**config.mk**
```make
export PLATFORM = sky130hd
export DESIGN_NAME = dma_rr_scheduler_flat
export DESIGN_NICKNAME = d
export VERILOG_FILES = /design/src/rtl/dma_pkg.sv /design/src/rtl/dma_rr_scheduler_if.sv /design/src/rtl/dma_rr_pick.sv /design/src/rtl/dma_rr_scheduler.sv /design/src/flat_wrapper.sv
export SDC_FILE = /design/constraint.sdc
export NUM_CORES = 1
export LEC_CHECK = 0
export BUFFER_PORTS_ARGS = -buffer_cell sky130_fd_sc_hd__buf_2
export CAP_MARGIN = 20
export CELL_PAD_IN_SITES_DETAIL_PLACEMENT = 1
export CELL_PAD_IN_SITES_GLOBAL_PLACEMENT = 1
export CORE_MARGIN = 1
export CORE_UTILIZATION = 44
export DETAILED_ROUTE_END_ITERATION = 16
export PLACE_DENSITY_LB_ADDON = 0.15
export SYNTH_ARGS = -nofsm -noshare
export SYNTH_HDL_FRONTEND = slang
export SYNTH_SLANG_ARGS = --single-unit
```
**constraint.sdc**
```tcl
create_clock -name clk -period 4.3 [get_ports clk]
set_input_delay 0.43 -clock clk [delete_from_list [all_inputs] [get_ports clk]]
set_output_delay 0.43 -clock clk [all_outputs]
set_load 0.05 [all_outputs]
```
**src/rtl/dma_pkg.sv**
```systemverilog
// Shared DMA types: scheduler FSM states and engine transfer modes.
// Pure declarations, no logic, latency or flow control.
package dma_pkg;

    typedef enum logic [1:0] {
        IDLE    = 2'd0,
        GRANT   = 2'd1,
        HANDOFF = 2'd2
    } sched_state_t;

    typedef enum logic [1:0] {
        MEM2MEM = 2'd0,
        MEM2IO  = 2'd1,
        IO2MEM  = 2'd2
    } xfer_mode_t;

endpackage

```
**src/rtl/dma_rr_scheduler_if.sv**
```systemverilog
// Channel/engine <-> scheduler signal bundle; master = scheduler, slave = channels/engine.
// The prio vector exists only when DMA_SCHED_PRIO_EN is defined.
interface dma_rr_scheduler_if #(
    parameter int CHANNEL_COUNT    = 4,
    parameter int MAX_BURST_LENGTH = 16
);
    localparam int CH_IDX_W = $clog2(CHANNEL_COUNT);
    localparam int CNT_W    = $clog2(MAX_BURST_LENGTH + 1);

    logic [CHANNEL_COUNT-1:0] req;
    logic [CHANNEL_COUNT-1:0] last;
    logic                     beat_done;
`ifdef DMA_SCHED_PRIO_EN
    logic [CHANNEL_COUNT-1:0] prio;
`endif
    logic [CHANNEL_COUNT-1:0] grant;
    logic                     grant_valid;
    logic [CH_IDX_W-1:0]      grant_id;
    logic [CNT_W-1:0]         burst_cnt;
    logic                     spurious_beat;

`ifdef DMA_SCHED_PRIO_EN
    modport master (
        input  req, last, beat_done, prio,
        output grant, grant_valid, grant_id, burst_cnt, spurious_beat
    );
    modport slave (
        output req, last, beat_done, prio,
        input  grant, grant_valid, grant_id, burst_cnt, spurious_beat
    );
`else
    modport master (
        input  req, last, beat_done,
        output grant, grant_valid, grant_id, burst_cnt, spurious_beat
    );
    modport slave (
        output req, last, beat_done,
        input  grant, grant_valid, grant_id, burst_cnt, spurious_beat
    );
`endif

endinterface

```
**src/rtl/dma_rr_pick.sv**
```systemverilog
// Rotate-from-pointer priority picker: first set req at index >= ptr, wrapping.
// Purely combinational (0 cycles); no flow control.
module dma_rr_pick #(
    parameter int N = 4,
    parameter int W = $clog2(N)
) (
    input  logic [N-1:0] req,
    input  logic [W-1:0] ptr,
    output logic [N-1:0] onehot,
    output logic [W-1:0] idx,
    output logic         any
);

    logic [W:0] pos;

    always_comb begin
        onehot = '0;
        idx    = '0;
        any    = 1'b0;
        pos    = '0;
        for (int k = 0; k < N; k++) begin
            // ptr < N and k < N, so a single conditional subtract wraps the sum
            pos = {1'b0, ptr} + (W+1)'(k);
            if (pos >= (W+1)'(N)) begin
                pos = pos - (W+1)'(N);
            end
            if (!any && req[pos[W-1:0]]) begin
                any                 = 1'b1;
                onehot[pos[W-1:0]] = 1'b1;
                idx                 = pos[W-1:0];
            end
        end
    end

endmodule

```
**src/rtl/dma_rr_scheduler.sv**
```systemverilog
// Round-robin DMA engine scheduler; grant 1 cycle after req, 2 dead cycles between grants.
// Backpressure: grant held until last beat, MAX_BURST_LENGTH beats, or req drop; DMA_SCHED_PRIO_EN adds a prio class.
module dma_rr_scheduler
    import dma_pkg::*;
#(
    parameter int CHANNEL_COUNT    = 4,
    parameter int MAX_BURST_LENGTH = 16
) (
    input  logic                clk,
    input  logic                rst_n,
    dma_rr_scheduler_if.master  bus
);

    localparam int CH_IDX_W = $clog2(CHANNEL_COUNT);
    localparam int CNT_W    = $clog2(MAX_BURST_LENGTH + 1);

    sched_state_t               state_q, state_d;
    logic [CHANNEL_COUNT-1:0]   grant_q, grant_d;
    logic                       grant_valid_q, grant_valid_d;
    logic [CH_IDX_W-1:0]        grant_id_q, grant_id_d;
    logic [CH_IDX_W-1:0]        rr_ptr_q, rr_ptr_d;
    logic [CNT_W-1:0]           burst_cnt_q, burst_cnt_d;
    logic                       spurious_q, spurious_d;
    logic                       release_now;

    logic [CHANNEL_COUNT-1:0]   all_oh, pick_oh;
    logic [CH_IDX_W-1:0]        all_idx, pick_idx;
    logic                       all_any, pick_any;

    dma_rr_pick #(.N(CHANNEL_COUNT), .W(CH_IDX_W)) u_pick_all (
        .req    (bus.req),
        .ptr    (rr_ptr_q),
        .onehot (all_oh),
        .idx    (all_idx),
        .any    (all_any)
    );

`ifdef DMA_SCHED_PRIO_EN
    logic [CHANNEL_COUNT-1:0]   hi_oh;
    logic [CH_IDX_W-1:0]        hi_idx;
    logic                       hi_any;

    // Both classes share rr_ptr so fairness within each class follows the last grant
    dma_rr_pick #(.N(CHANNEL_COUNT), .W(CH_IDX_W)) u_pick_hi (
        .req    (bus.req & bus.prio),
        .ptr    (rr_ptr_q),
        .onehot (hi_oh),
        .idx    (hi_idx),
        .any    (hi_any)
    );

    assign pick_oh  = hi_any ? hi_oh  : all_oh;
    assign pick_idx = hi_any ? hi_idx : all_idx;
    assign pick_any = all_any;
`else
    assign pick_oh  = all_oh;
    assign pick_idx = all_idx;
    assign pick_any = all_any;
`endif

    always_comb begin
        state_d       = state_q;
        grant_d       = grant_q;
        grant_valid_d = grant_valid_q;
        grant_id_d    = grant_id_q;
        rr_ptr_d      = rr_ptr_q;
        burst_cnt_d   = burst_cnt_q;
        spurious_d    = bus.beat_done && !grant_valid_q;
        release_now   = 1'b0;

        case (state_q)
            IDLE: begin
                if (pick_any) begin
                    state_d       = GRANT;
                    grant_d       = pick_oh;
                    grant_valid_d = 1'b1;
                    grant_id_d    = pick_idx;
                    burst_cnt_d   = '0;
                end
            end
            GRANT: begin
                if (bus.beat_done) begin
                    burst_cnt_d = burst_cnt_q + CNT_W'(1);
                    release_now = bus.last[grant_id_q] || !bus.req[grant_id_q] ||
                                  (burst_cnt_q + CNT_W'(1) == CNT_W'(MAX_BURST_LENGTH));
                end else begin
                    release_now = !bus.req[grant_id_q];
                end
                if (release_now) begin
                    state_d       = HANDOFF;
                    grant_d       = '0;
                    grant_valid_d = 1'b0;
                    grant_id_d    = '0;
                    rr_ptr_d      = (grant_id_q == CH_IDX_W'(CHANNEL_COUNT - 1)) ?
                                    '0 : grant_id_q + CH_IDX_W'(1);
                end
            end
            HANDOFF: state_d = IDLE;
            default: state_d = IDLE;
        endcase
    end

    always_ff @(posedge clk) begin
        if (!rst_n) begin
            state_q       <= IDLE;
            grant_q       <= '0;
            grant_valid_q <= 1'b0;
            grant_id_q    <= '0;
            rr_ptr_q      <= '0;
            burst_cnt_q   <= '0;
            spurious_q    <= 1'b0;
        end else begin
            state_q       <= state_d;
            grant_q       <= grant_d;
            grant_valid_q <= grant_valid_d;
            grant_id_q    <= grant_id_d;
            rr_ptr_q      <= rr_ptr_d;
            burst_cnt_q   <= burst_cnt_d;
            spurious_q    <= spurious_d;
        end
    end

    assign bus.grant         = grant_q;
    assign bus.grant_valid   = grant_valid_q;
    assign bus.grant_id      = grant_id_q;
    assign bus.burst_cnt     = burst_cnt_q;
    assign bus.spurious_beat = spurious_q;

endmodule
```
**src/flat_wrapper.sv**
```systemverilog
// flat-port wrapper written by rule: the top's interface ports become plain ports
module dma_rr_scheduler_flat import dma_pkg::*;
#(
    parameter int CHANNEL_COUNT    = 4,
    parameter int MAX_BURST_LENGTH = 16
)
  (clk, rst_n, bus_req, bus_last, bus_beat_done, bus_grant, bus_grant_valid, bus_grant_id, bus_burst_cnt, bus_spurious_beat);
  dma_rr_scheduler_if #(.CHANNEL_COUNT(CHANNEL_COUNT), .MAX_BURST_LENGTH(MAX_BURST_LENGTH)) bus_i ();
  input  logic clk;
  input  logic rst_n;
  input wire logic [$bits(bus_i.req)-1:0] bus_req;
  input wire logic [$bits(bus_i.last)-1:0] bus_last;
  input wire logic [$bits(bus_i.beat_done)-1:0] bus_beat_done;
  output wire logic [$bits(bus_i.grant)-1:0] bus_grant;
  output wire logic [$bits(bus_i.grant_valid)-1:0] bus_grant_valid;
  output wire logic [$bits(bus_i.grant_id)-1:0] bus_grant_id;
  output wire logic [$bits(bus_i.burst_cnt)-1:0] bus_burst_cnt;
  output wire logic [$bits(bus_i.spurious_beat)-1:0] bus_spurious_beat;
  assign bus_i.req = bus_req;
  assign bus_i.last = bus_last;
  assign bus_i.beat_done = bus_beat_done;
  assign bus_grant = bus_i.grant;
  assign bus_grant_valid = bus_i.grant_valid;
  assign bus_grant_id = bus_i.grant_id;
  assign bus_burst_cnt = bus_i.burst_cnt;
  assign bus_spurious_beat = bus_i.spurious_beat;
  dma_rr_scheduler #(.CHANNEL_COUNT(CHANNEL_COUNT), .MAX_BURST_LENGTH(MAX_BURST_LENGTH)) u_core (.clk(clk), .rst_n(rst_n), .bus(bus_i));
endmodule
```
# Word level (Yosys, flattened, before mapping)
# Cells that the tools add are included.
# word_totals
regBits	17
latchBits	0
mem_bits_rw	0
rom_bits	0
input_bits	11
output_inout_bits	13
word_cells	113
mem_count	0
# op_classes
addsub	9
multipliers	0
div_mod_pow	0
n_lt_le_gt_ge	13
n_eq_ne	6
shift	0
muxes	54
bitwise	3
n_reduce_logical	21
# ops
operator	count
two-way mux 2 bit	13
two-way mux 4 bit	6
two-way mux 1 bit	18
less-than comparator 2 x 3 -> 1 bit, second input constant	5
binary-select mux 1 bit (select 2 bit)	6
OR 4 bit	3
two-way mux 5 bit	2
one-hot mux 5 bit (2 select lines)	1
>= comparator 3 bit, second input constant	3
demux 1 bit (select 2 bit)	4
>= comparator 2 x 1 -> 1 bit, second input constant	4
logical AND 1 bit	8
one-hot mux 2 bit (2 select lines)	2
one-hot mux 4 bit (2 select lines)	1
subtractor 2 x 1 -> 2 bit, second input constant	4
adder 2 x 2 -> 3 bit, second input constant	2
AND reduction 3 bit	2
adder 5 x 1 -> 5 bit, second input constant	1
equality test 5 bit, second input constant	1
zero test 1 bit	5
inequality test 2 x 1 -> 1 bit, second input constant	2
AND reduction 2 bit	2
adder 2 x 1 -> 3 bit, second input constant	1
>= comparator 2 x 3 -> 1 bit, second input constant	1
other kinds (8)	9

# Logic depth before layout (Yosys ltp)
# depth
ltp_word	16
mapped_depth	9
depth_no_buf	7

# By module
# A second synthesis with hierarchy kept.
# unflattened
cells_unflattened	163
hier_area_um2	1407.6
# by_module_without_submodules
module	instances	cells_per_inst	area_per_inst_um2	seq_area_each_um2
dma_rr_scheduler	1	118	988.4	340.3
dma_rr_pick	1	45	419.2	0.0

# Worst setup path before layout
# Ideal clock, no wire load.
# synth_timing
path_type	reg-to-reg
from	reg u_core.rr_ptr_q[0]
to	reg u_core.grant_q[0] (netlist: u_core.bus.grant[0])
setup_time_ps	122
arrival_ps	2127
required_time_ps	4178
setup_slack_ps	2051
path_stages_with_launch	10
path_buffers	2
synth_period_minus_slack_ps	2249
cell_sequence	dfxtp_1 buf_6 inv_1 ha_1 clkbuf_1 nor4b_1 a22o_1 nor2_1 nor2_2 a221o_1
# synth_between
elab_chain_len	16
elab_cells_between_ends	64
# synth_rtl
item	line	rtl
from (decl)	dma_rr_scheduler.sv:21	logic [CH_IDX_W-1:0] rr_ptr_q, rr_ptr_d;
from (signal assigned)	dma_rr_scheduler.sv:117	rr_ptr_q <= rr_ptr_d;
parallel branches: the longest is 16 deep, another holds adder 2 x 1 -> 3 bit	-	
to (signal assigned)	dma_rr_scheduler.sv:114	grant_q <= grant_d;
to (decl)	dma_rr_scheduler.sv:18	logic [CHANNEL_COUNT-1:0] grant_q, grant_d;
# Parallel ways; which one is timed is not known. The select of a mux whose other input is x is not followed.
# A chain may end at the register's enable or synchronous reset.

# Worst setup path in the final report
# layout_timing
from	reg u_core.rr_ptr_q[0]
to	reg u_core.grant_q[1] (netlist: u_core.bus.grant[1])
# The elaborated chain is that of the path after synthesis.

==> results.py <==
metrics = {
    "status": {
        "status": "finished, violations left",
        "violations": "design-rule violations",
    },
    "layout": {
        "final_area_um2": 1450,
        "nNetsFinal": 190,
        "syn_to_final_growth_pct": 9.35,
        "diodes": 0,
        "drive_gt1_share_pct": 22.0,
    },
    "floorplanning": {
        "initial_core_util_pct": 47.2,
        "core_um2": 2810,
        "fp.dieH_um": 56.9,
        "num_io_pins": 24,
        "die_width_um": 56.9,
        "die_area_um2": 3230,
        "rows": 19,
    },
    "logic_synthesis": {
        "synth_edf_count": 0,
        "synth_top_flop_cell": "dfxtp_1",
        "synth_top_area_share_pct": 25.7,
        "ys_seq_area_share_pct": 25.7,
        "synthArstFlopShare_pct": 0,
        "synth_cell_type_count": 49,
        "synth_area_leader_cell": "dfxtp_1",
        "ys_warn_count": 0,
        "syn_area_um2": 1330,
        "ys_seq_elements": 17,
        "syn_avg_cell_area_um2": 8.83,
        "ys_top_cells_by_area": "dfxtp_1, ha_1, mux4_2, nand2_1, nor2_1",
        "synth_cells": 150,
        "synth.most_common_cell": "dfxtp_1",
        "yosys-top-cells-count": "dfxtp_1, nand2_1, nor2_1",
        "synth_nets": 171,
    },
    "clock_network": {
        "path_clk_slew_ps": 120,
        "clock_latency_ps": 290,
        "cts_resized": 0,
        "h-tree-depth": 1,
        "cts_root_buf": "clkbuf_4",
        "cts_tree": "yes",
        "cts_num_sinks": 17,
        "cts.path.max_buffers": 2,
        "ctsHoldBuffers": 0,
        "cts_buffers": 3,
        "post_cts_buffers": 0,
    },
    "worst_setup_path": {
        "path_buf_inv": 1,
        "path_max_fanout": 15,
        "slowest_delay_ps": 710,
        "cp.arrival_ps": 3180,
        "critical_path.slowest_cell": "dfxtp_1",
        "worstSetupPathType": "reg2reg",
        "start_kind": "register",
        "cp-end-kind": "register",
        "crit_required_ps": 4540,
        "crit_family": "simple AND/OR/NAND/NOR gates",
        "path_cells": "inv_1 -> ha_1 -> or3b_1 -> a2111oi_1 -> nor2_1 -> nor2_2 -> a221o_1",
    },
    "sta": {
        "finalSetupTns_ps": 0,
        "timing.final.crit_share_pct": 68.4,
        "final.setup_skew_ps": 5.05,
        "max_slew.worst_pin.slew_ps": 579,
        "whs_ps": 422,
        "finalSetupViolCount": 0,
        "fin_crit_ps": 2940,
        "rsz0062_at_grt": "no",
        "maxSlewViolCount": 0,
        "fmax_mhz": 340,
        "hold_viol": 0,
        "slew_headroom_pct": 61.3,
    },
    "drt": {
        "routedLengthMet1_um": 1630,
        "routedWlPerCell_um": 15.9,
        "drt-pass1-iter-count": 12,
        "antenna_left": 0,
        "wl_met2_um": 1450,
        "drc": 2,
        "drt_iter0_markers": 38,
        "wl_met3_um": 69,
        "route.vias.total": 1210,
        "drt_wl_total_um": 3170,
        "routed.top_layer": "met4",
        "via_per_inst": 6.08,
    },
    "min_path": {
        "worstHoldPathType": "in2reg",
    },
    "pwr": {
        "p_leak_nw": 0.601,
        "peakVddDrop_v": 0.000149,
        "power_frac_seq_pct": 37.1,
        "clkPwrFrac_pct": 16.1,
        "intPower_mw": 0.316,
        "power.switching_mw": 0.260,
        "power.share.combinational_pct": 46.8,
        "p_sw_share_pct": 45.1,
        "power_density_nw_per_um2": 397,
        "total_power_mw": 0.576,
    },
    "global_routing": {
        "track_usage_pct": 20.6,
        "grt_pass1_vias": 1115,
        "grt_max_degree": 16,
        "antenna_found_initial": 0,
        "overflow": 0,
        "grt_pass1_wl_um": 5270,
    },
    "placed_design": {
        "dp_hpwl_um": 2380,
        "placed_cell_area_um2": 1420,
        "io_buffer_count": 23,
        "place_congestion": 0.800,
    },
    "flow_run": {
        "cap_violations": 0,
    },
}
placed cells by master (no fill, tap or decap), drive strengths merged, types with 2 or more instances in the layout:
master | netlist | routed
a2111oi | 2 | 2
a21boi | 3 | 3
a21oi | 4 | 4
a221o | 4 | 4
a221oi | 4 | 4
a31oi | 2 | 2
a32oi | 2 | 2
and2b | 5 | 5
and4b | 2 | 2
buf | 6 | 23
clkbuf | 3 | 3
dfxtp | 17 | 17
ha | 10 | 10
inv | 4 | 4
mux2i | 3 | 3
mux4 | 4 | 4
nand2 | 14 | 14
nand2b | 2 | 2
nand3 | 2 | 2
nand4 | 2 | 2
nor2 | 14 | 14
nor2b | 5 | 5
nor3 | 6 | 6
o21ai | 10 | 10
power by group through the flow:
| stage | logic (mW) | registers [mW] | clock network, mW |
|---|---|---|---|
| 6_report | 0.270 | 0.214 | 0.0925 |
| 5_1_grt | 0.294 | 0.219 | 0.102 |
| 4_1_cts | 0.270 | 0.214 | 0.0975 |
| 3_5_place_dp | 0.269 | 0.218 | 0 |
| 3_3_place_gp | 0.261 | 0.215 | 0 |
| 2_1_floorplan | 0.173 | 0.258 | 0 |
logic make-up (layout without fill, tap and decap cells):
kind of cell | count (synthesis) | count (layout) | share of synthesized area, %
AND/OR/NAND/NOR | 62 | 62 | 26.8
buffers and inverters | 13 | 31 | 5.66
adder cells (fa/ha/maj) | 10 | 10 | 9.44
AO/OA/AOI/OAI | 40 | 40 | 22.7
XOR/XNOR | 1 | 1 | 0.661
multiplexers | 7 | 7 | 9.07
flip-flops | 17 | 17 | 25.7
metrics by stage:
step	instances	setup WS (ps)	util [%]
6_report	199	1360	51.7
5_1_grt	199	1120	51.7
4_1_cts	199	1370	51.7
3_5_place_dp	195	1400	50.6
3_3_place_gp	195	1640	50.6
2_1_floorplan	150	2050	-
registers in the layout (all words and copies together), names as in the netlist:
| name | flops |
|---|---|
| u_core.bus.grant_id | 2 |
| u_core.bus.burst_cnt | 5 |
| u_core.bus.spurious_beat | 1 |
| u_core.bus.grant_valid | 1 |
| u_core.bus.grant | 4 |
| u_core.rr_ptr_q | 2 |
| u_core.state_q | 2 |
final timing paths:
kind / end / cells after the start / start / slack, ps
max: u_core.bus.grant[1] / 7 / u_core.rr_ptr_q[0] / 1360
max reg2reg: u_core.bus.grant[1] / 7 / u_core.rr_ptr_q[0] / 1360
min reg2reg: u_core.bus.spurious_beat / 1 / u_core.bus.grant_valid / 470
min: u_core.bus.spurious_beat / 3 / bus_beat_done / 420
worst reg2reg max path, cell delays in order (launching register included):
cell       delay [ps]
dfxtp_1           710
inv_1             290
ha_1              510
or3b_1            430
a2111oi_1         450
nor2_1            140
nor2_2            180
a221o_1           170
layer usage:
metal / global-route usage (%) / vias up
met4: 4.18 / 0
met3: 2.76 / 2
li1: - / 601
met5: 0 / -
met2: 33.0 / 19
met1: 29.5 / 588
final cells by class:
type / instances / area, µm²
Fill cell: 334 / 1360
Multi-Input combinational cell: 120 / 910
Sequential cell: 17 / 340
Timing Repair Buffer: 23 / 115
Tap cell: 31 / 38.8
Clock buffer: 3 / 22.5
Inverter: 4 / 15.0
Clock inverter: 1 / 7.51
No activity file was read; power rests on OpenSTA's default activity.
